`config.mk`:
```
export PLATFORM = sky130hd
export DESIGN_NAME = apb_i2c_cmd_master_flat
export DESIGN_NICKNAME = d
export VERILOG_FILES = /design/src/rtl/apb_i2c_cmd_master_if.sv /design/src/rtl/apb_i2c_cmd_master.sv /design/src/flat_wrapper.sv
export SDC_FILE = /design/constraint.sdc
export NUM_CORES = 1
export LEC_CHECK = 0
export BUFFER_PORTS_ARGS = -buffer_cell sky130_fd_sc_hd__buf_2
export CORE_MARGIN = 2
export CORE_UTILIZATION = 50
export CTS_BUF_LIST = sky130_fd_sc_hd__clkbuf_16
export CTS_CLUSTER_DIAMETER = 150
export DETAILED_ROUTE_END_ITERATION = 8
export PLACE_DENSITY = 0.85
export SKIP_CTS_REPAIR_TIMING = 1
export SLEW_MARGIN = 20
export SYNTH_ARGS = -nofsm -noshare
export SYNTH_HDL_FRONTEND = slang
export SYNTH_SLANG_ARGS = --single-unit
```
`constraint.sdc`:
```
create_clock -name PCLK -period 3.1 [get_ports PCLK]
set_input_delay 0.155 -clock PCLK [delete_from_list [all_inputs] [get_ports PCLK]]
set_output_delay 0.155 -clock PCLK [all_outputs]
set_load 0.01 [all_outputs]
```
`src/rtl/apb_i2c_cmd_master_if.sv`:
```
// apb_i2c_cmd_master_if: command, response and APB signals of apb_i2c_cmd_master
interface apb_i2c_cmd_master_if;
  logic        cmd_valid, cmd_ready, cmd_write;
  logic [31:0] cmd_addr, cmd_wdata;
  logic        rsp_valid, rsp_ready, rsp_err, rsp_tmo;
  logic [31:0] rsp_rdata;
  logic        busy;
  logic        psel, penable, pwrite, pready, pslverr;
  logic [31:0] paddr, pwdata, prdata;
  modport master (
    input  cmd_valid, cmd_write, cmd_addr, cmd_wdata, rsp_ready, prdata, pready, pslverr,
    output cmd_ready, rsp_valid, rsp_rdata, rsp_err, rsp_tmo, busy, psel, penable, pwrite, paddr, pwdata
  );
  modport slave (
    output cmd_valid, cmd_write, cmd_addr, cmd_wdata, rsp_ready, prdata, pready, pslverr,
    input  cmd_ready, rsp_valid, rsp_rdata, rsp_err, rsp_tmo, busy, psel, penable, pwrite, paddr, pwdata
  );
endinterface

```
`src/rtl/apb_i2c_cmd_master.sv`:
```
// apb_i2c_cmd_master: turns valid/ready register commands into single APB SETUP+ACCESS transfers
// Define APB_TIMEOUT_EN to abort ACCESS after TMO_CYCLES stalled cycles.
module apb_i2c_cmd_master #(
  parameter int TMO_CYCLES = 255,
  parameter int TMO_W      = 8
) (
  input logic                  PCLK,
  input logic                  PRESETn,
  apb_i2c_cmd_master_if.master m
);
  typedef enum logic [1:0] {IDLE, SETUP, ACCESS, RESP} state_t;
  state_t state;
  if (TMO_CYCLES >= (1 << TMO_W)) begin : g_tmo_check
    $error("TMO_CYCLES does not fit in TMO_W bits");
  end
  assign m.cmd_ready = state == IDLE;
  assign m.busy      = state != IDLE;
`ifdef APB_TIMEOUT_EN
  logic [TMO_W-1:0] tmo_cnt;
`endif
  always_ff @(posedge PCLK or negedge PRESETn)
    if (!PRESETn) begin
      state       <= IDLE;
      m.psel      <= 1'b0;
      m.penable   <= 1'b0;
      m.pwrite    <= 1'b0;
      m.paddr     <= '0;
      m.pwdata    <= '0;
      m.rsp_valid <= 1'b0;
      m.rsp_rdata <= '0;
      m.rsp_err   <= 1'b0;
      m.rsp_tmo   <= 1'b0;
`ifdef APB_TIMEOUT_EN
      tmo_cnt     <= '0;
`endif
    end else
      case (state)
        IDLE:
          if (m.cmd_valid) begin
            m.pwrite <= m.cmd_write;
            m.paddr  <= m.cmd_addr;
            m.pwdata <= m.cmd_wdata;
            m.psel   <= 1'b1;
            state    <= SETUP;
          end
        SETUP: begin
          m.penable <= 1'b1;
          state     <= ACCESS;
`ifdef APB_TIMEOUT_EN
          tmo_cnt   <= '0;
`endif
        end
        ACCESS:
          if (m.pready) begin
            m.rsp_rdata <= m.pwrite ? '0 : m.prdata;
            m.rsp_err   <= m.pslverr;
            m.rsp_tmo   <= 1'b0;
            m.psel      <= 1'b0;
            m.penable   <= 1'b0;
            m.rsp_valid <= 1'b1;
            state       <= RESP;
          end
`ifdef APB_TIMEOUT_EN
          else if (tmo_cnt == TMO_W'(TMO_CYCLES)) begin
            m.rsp_rdata <= '0;
            m.rsp_err   <= 1'b1;
            m.rsp_tmo   <= 1'b1;
            m.psel      <= 1'b0;
            m.penable   <= 1'b0;
            m.rsp_valid <= 1'b1;
            state       <= RESP;
          end else
            tmo_cnt <= tmo_cnt + 1'b1;
`endif
        RESP:
          if (m.rsp_ready) begin
            m.rsp_valid <= 1'b0;
            state       <= IDLE;
          end
        default: state <= IDLE;
      endcase
endmodule

```
`src/flat_wrapper.sv`:
```
// flat-port wrapper written by rule: the top's interface ports become plain ports
module apb_i2c_cmd_master_flat 
#(
  parameter int TMO_CYCLES = 255,
  parameter int TMO_W      = 8
)
  (PCLK, PRESETn, m_cmd_valid, m_cmd_write, m_cmd_addr, m_cmd_wdata, m_rsp_ready, m_prdata, m_pready, m_pslverr, m_cmd_ready, m_rsp_valid, m_rsp_rdata, m_rsp_err, m_rsp_tmo, m_busy, m_psel, m_penable, m_pwrite, m_paddr, m_pwdata);
  apb_i2c_cmd_master_if m_i ();
  input logic PCLK;
  input logic PRESETn;
  input wire logic [$bits(m_i.cmd_valid)-1:0] m_cmd_valid;
  input wire logic [$bits(m_i.cmd_write)-1:0] m_cmd_write;
  input wire logic [$bits(m_i.cmd_addr)-1:0] m_cmd_addr;
  input wire logic [$bits(m_i.cmd_wdata)-1:0] m_cmd_wdata;
  input wire logic [$bits(m_i.rsp_ready)-1:0] m_rsp_ready;
  input wire logic [$bits(m_i.prdata)-1:0] m_prdata;
  input wire logic [$bits(m_i.pready)-1:0] m_pready;
  input wire logic [$bits(m_i.pslverr)-1:0] m_pslverr;
  output wire logic [$bits(m_i.cmd_ready)-1:0] m_cmd_ready;
  output wire logic [$bits(m_i.rsp_valid)-1:0] m_rsp_valid;
  output wire logic [$bits(m_i.rsp_rdata)-1:0] m_rsp_rdata;
  output wire logic [$bits(m_i.rsp_err)-1:0] m_rsp_err;
  output wire logic [$bits(m_i.rsp_tmo)-1:0] m_rsp_tmo;
  output wire logic [$bits(m_i.busy)-1:0] m_busy;
  output wire logic [$bits(m_i.psel)-1:0] m_psel;
  output wire logic [$bits(m_i.penable)-1:0] m_penable;
  output wire logic [$bits(m_i.pwrite)-1:0] m_pwrite;
  output wire logic [$bits(m_i.paddr)-1:0] m_paddr;
  output wire logic [$bits(m_i.pwdata)-1:0] m_pwdata;
  assign m_i.cmd_valid = m_cmd_valid;
  assign m_i.cmd_write = m_cmd_write;
  assign m_i.cmd_addr = m_cmd_addr;
  assign m_i.cmd_wdata = m_cmd_wdata;
  assign m_i.rsp_ready = m_rsp_ready;
  assign m_i.prdata = m_prdata;
  assign m_i.pready = m_pready;
  assign m_i.pslverr = m_pslverr;
  assign m_cmd_ready = m_i.cmd_ready;
  assign m_rsp_valid = m_i.rsp_valid;
  assign m_rsp_rdata = m_i.rsp_rdata;
  assign m_rsp_err = m_i.rsp_err;
  assign m_rsp_tmo = m_i.rsp_tmo;
  assign m_busy = m_i.busy;
  assign m_psel = m_i.psel;
  assign m_penable = m_i.penable;
  assign m_pwrite = m_i.pwrite;
  assign m_paddr = m_i.paddr;
  assign m_pwdata = m_i.pwdata;
  apb_i2c_cmd_master #(.TMO_CYCLES(TMO_CYCLES), .TMO_W(TMO_W)) u_core (.PCLK(PCLK), .PRESETn(PRESETn), .m(m_i));
endmodule
```
Word-level counts from Yosys, hierarchy flattened
Cells that the tools add are included.
{"block": "classes", "add_sub_neg": 0, "n_mul": 0, "div": 0, "n_lt_le_gt_ge": 0, "eq_ne": 6, "n_shift": 0, "muxes": 12, "n_bitwise": 0, "n_reduce_logical": 11}
{"cell": "two-way mux 32 bit", "count": 1}
{"cell": "AND reduction 3 bit", "count": 3}
{"cell": "case mux 2 bit (4 select lines)", "count": 1}
{"cell": "nonzero test 2 bit", "count": 4}
{"cell": "two-way mux 2 bit", "count": 3}
{"cell": "inequality test 2 bit, second input constant", "count": 3}
{"cell": "case mux 1 bit (2 select lines)", "count": 3}
{"cell": "AND reduction 2 bit", "count": 3}
{"cell": "== test 2 bit, second input constant", "count": 2}
{"cell": "two-way mux 1 bit", "count": 4}
{"cell": "== test 2 x 1 -> 1 bit, second input constant", "count": 1}
{"cell": "zero test 2 bit", "count": 1}
{"block": "word_totals", "register_bits": 103, "latch_bits": 0, "mem_bits_rw": 0, "romBits": 0, "in_bits": 103, "out_inout_bits": 104, "wordCells": 38, "mem_count": 0}

Logic depth before layout (Yosys ltp)
{"block": "depth", "depth_word": 3, "mapped_depth": 7, "ltp_nobuf": 5}

Worst setup path after synthesis
OpenSTA, ideal clock, no wires.
{"block": "synth_path", "path_type": "register to register", "from": "register u_core.state[0]", "to": "register u_core.state[1]", "setup_ns": 0.125, "arrival_ns": 1.359, "t_required_ns": 2.975, "path_slack_ns": 1.617, "stages_incl_launch_ff": 6, "path_buffers": 0, "period_less_slack_ns": 1.483, "cell_sequence": "dfrtp_1 > inv_1 > ha_1 > nor2b_1 > nor3b_2 > mux2_2"}
{"block": "synth_via", "elab_chain_len": 3, "elab_cells_between_ends": 9, "classes_between": "eq/ne: 6; mux: 1; reduce/logical: 2"}
{"element": "start, declared", "line_no": "apb_i2c_cmd_master.sv:12", "rtl": "state_t state;"}
{"element": "start signal, assigned", "line_no": "apb_i2c_cmd_master.sv:23", "rtl": "state <= IDLE;"}
{"element": "start signal, assigned", "line_no": "apb_i2c_cmd_master.sv:44", "rtl": "state <= SETUP;"}
{"element": "start signal, assigned", "line_no": "apb_i2c_cmd_master.sv:48", "rtl": "state <= ACCESS;"}
{"element": "== test 2 bit or zero test 2 bit (tied branches)", "line_no": "apb_i2c_cmd_master.sv:37", "rtl": "case (state)"}
{"element": "inequality test 2 bit (no line)"}
{"element": "AND reduction 3 bit (no line)"}
Several ways; a longest one is shown, not always the timed one.
A chain may end at the register's enable or synchronous reset.

Worst setup path after layout
{"block": "layout_path", "from": "register u_core.state[0]", "to": "register u_core.m.pwdata[31]"}
{"block": "layout_via", "elab_chain_len": 2}
{"element": "zero test 2 bit", "line_no": "apb_i2c_cmd_master.sv:37"}
{"element": "AND reduction 2 bit (no line)"}
{"element": "end signal, assigned", "line_no": "apb_i2c_cmd_master.sv:42", "rtl": "m.pwdata <= m.cmd_wdata;"}
{"element": "end, declared", "line_no": "apb_i2c_cmd_master_if.sv:12", "rtl": "output cmd_ready, rsp_valid, rsp_rdata, rsp_err, rsp_tmo, busy, psel, penable, pwrite, paddr, pwdata"}
Every way passes these cells.

==> metrics.cfg <==
[status]
status=complete, no violations

[die]
dieArea_sq_mm=0.00941
die_x_microns=97.0
start_util_pct=52.1
core_sq_mm=0.00830
io_pins=207
die_y_microns=97.0
rows=33

[sta]
slew_headroom_pct=45.0
fin_ws_ns=1.25
fin_crit_sh_pct=59.6
setup_violations=0
maxSlewViolCount=0
finalHoldViolCount=0
fmax_mhz=541
whs_ns=0.0440
tns_ns=0
fin_crit_ns=1.85
grt_setup_unrepaired=no
worstMarginPinSlew_ns=0.825
fin_skew_ns=0.00467

[hold_path]
min_from=m_cmd_addr[13]
whs_endpoint=u_core.m.paddr[13]$_DFFE_PN0P_
whs_path_depth=2
hold_class=in -> reg

[critical_path]
critPathMaxFanout=54
cp_data_arrival_time_ns=2.07
reg2reg_to=u_core.m.pwdata[31]$_DFFE_PN0P_
required_ns=3.32
worstSetupEndpointType=flip-flop
cp_slowest_cell=dfrtp_1
rr_worst_depth=5
worstReg2RegStart=u_core.state[0]$_DFFE_PN0P_
r2r_slack_ns=1.25
worstSetupStartpointType=flip-flop
cp_cell_sequence=inv_1, ha_1, nand2_4, buf_12, mux2_2
critical_path_class=reg -> reg
worst-path-buf-inv=2
max_stage_delay_ns=0.39
cp_top_family=buffers and inverters

[yosys]
ys_warn_count=0
synth_area_leaders=dfrtp_1 60%, mux2_4 17%, nand2b_1 4.8%
syn_inst=311
seq_area_frac_synth_pct=59.6
synth_nets=420
post-synth-top-area-fraction_pct=59.6
synthTopCellsByCount=103 x dfrtp_1, 50 x mux2_4, 36 x nand2_1, 34 x o21ai_0, 33 x nand2b_1
synth_area_sq_mm=0.00433
yosysMostFrequentCell=dfrtp_1
syn_area_per_cell_sq_um=13.9
ys_seq_elements=103
ys.flop_type=dfrtp_1
synth_edf_count=0
async_flop_share_pct=100
synth_cell_type_count=20
yosys.area.top_type=dfrtp_1

[global_routing]
use_met1_pct=25.8
busiest_layer=met2
grt_max_degree=57
grt_first_pass_wirelength_microns=16500
gr-usage-met2_pct=38.3
grt-ovfl-total=0
grt_antenna_before_repair=0
grt.met3_usage_pct=6.36
first_global_vias=3249
grtUsageTotal_pct=21.8

[route]
drt-initial-drc-count=87
wire_per_inst_microns=16.0
routed-via-count=3066
firstDrtPassIters=4
wl_microns=9970
vias_per_cell=4.91
post-route-drc-count=0
postRouteAntennaNets=0

[placed_design]
gp_congestion=0.771
place_inst=607
dp_hpwl_microns=7440
port_buffers=205
post-place-ws_ns=1.27

[cts]
clockBufferDepth=2
cts.clk_slew.worst_paths_ns=0.07
h-tree-depth=3
cts_buffers=9
cts.sinks=103
cts_tree=done
clock_latency_ns=0.33
clock-root-buffer=clkbuf_16

[power_and_ir_drop]
ir_worst_vdd_mv=0.628
leakagePower_nw=3.10
power_density_mw_per_mm2=1070

[finish]
antennaDiodeCount=0
fin_util_pct=69.3
stdcell_count=624
layout.nets=623
syn_to_final_growth_pct=33.0
drive_gt1_share_pct=56.8

[run]
drv_cap=0

-- area by class of cell --
type,instances,area (sq um)
flip-flops and latches,103,2580
clock inverters,7,92.6
well taps,105,131
fillers,595,2540
repair buffers,210,1090
inverters,3,11.3
clock buffers,9,225
multi-input cells,187,1620
-- worst max-delay path by stage --
| stage | from | cells after the start | endpoint | slack, ns |
|---|---|---|---|---|
| floorplan | u_core.state[0]$_DFFE_PN0P_ | 5 | u_core.state[1]$_DFFE_PN0P_ | 1.62 |
| detailed placement | u_core.state[0]$_DFFE_PN0P_ | 5 | u_core.m.pwdata[31]$_DFFE_PN0P_ | 1.27 |
| CTS | u_core.state[0]$_DFFE_PN0P_ | 5 | u_core.m.paddr[0]$_DFFE_PN0P_ | 1.25 |
| global route | u_core.state[0]$_DFFE_PN0P_ | 5 | u_core.m.paddr[0]$_DFFE_PN0P_ | 1.18 |
| finish | u_core.state[0]$_DFFE_PN0P_ | 5 | u_core.m.pwdata[31]$_DFFE_PN0P_ | 1.25 |
| global placement | u_core.state[0]$_DFFE_PN0P_ | 5 | u_core.m.pwdata[31]$_DFFE_PN0P_ | 1.35 |
-- layer usage --
layer	vias up	wire [microns]
met5	-	0
met4	0	144
met3	11	667
met2	126	5240
met1	1486	3920
li1	1443	-
-- layout by cell type (no fill, tap or decap), drive strengths merged --
cell type / count
ha: 6
mux2: 67
clkinvlp: 2
dlygate4sd3: 1
conb: 1
bufinv: 1
o31ai: 1
buf: 209
a21oi: 1
nand2b: 33
clkbuf: 9
o2bb2ai: 1
nor2b: 2
nor3b: 1
o21ai: 34
inv: 5
clkinv: 2
mux2i: 3
nor2: 1
dfrtp: 103
nand2: 36
-- sequential cells by signal, summed over array words and instances (netlist names) --
signal and count:
u_core.m.rsp_err 1, u_core.m.pwdata 32, u_core.m.paddr 32, u_core.m.rsp_valid 1, u_core.m.penable 1, u_core.m.psel 1
u_core.m.pwrite 1, u_core.m.rsp_rdata 32, u_core.state 2
-- through the flow --
stage | power, mW | area, sq um
2_1_floorplan | 4.03 | 4330
3_3_place_gp | 4.90 | 5430
3_5_place_dp | 5.05 | 5430
4_1_cts | 6.24 | 5740
5_1_grt | 6.57 | 5750
6_report | 6.16 | 5750
-- cell families (layout without fill, tap and decap cells) --
kind of cell	Yosys count	after routing	synth area share, %
and+or+nand+nor	73	73	8.56
other	1	1	0.0867
buffers and inverters	21	229	3.12
adders and majority gates	6	6	1.74
AOI/OAI and AO/OA	37	37	4.43
muxes	70	70	22.5
DFF	103	103	59.6
-- report_power, final --
group | total (mW) | switching [mW] | internal, mW | leakage [nW]
clock | 1.16 | 0.514 | 0.645 | 0.148
combinational | 2.58 | 1.19 | 1.40 | 1.71
sequential | 2.42 | 0.408 | 2.01 | 1.24
Note: power is estimated with default switching activity, not from simulation.
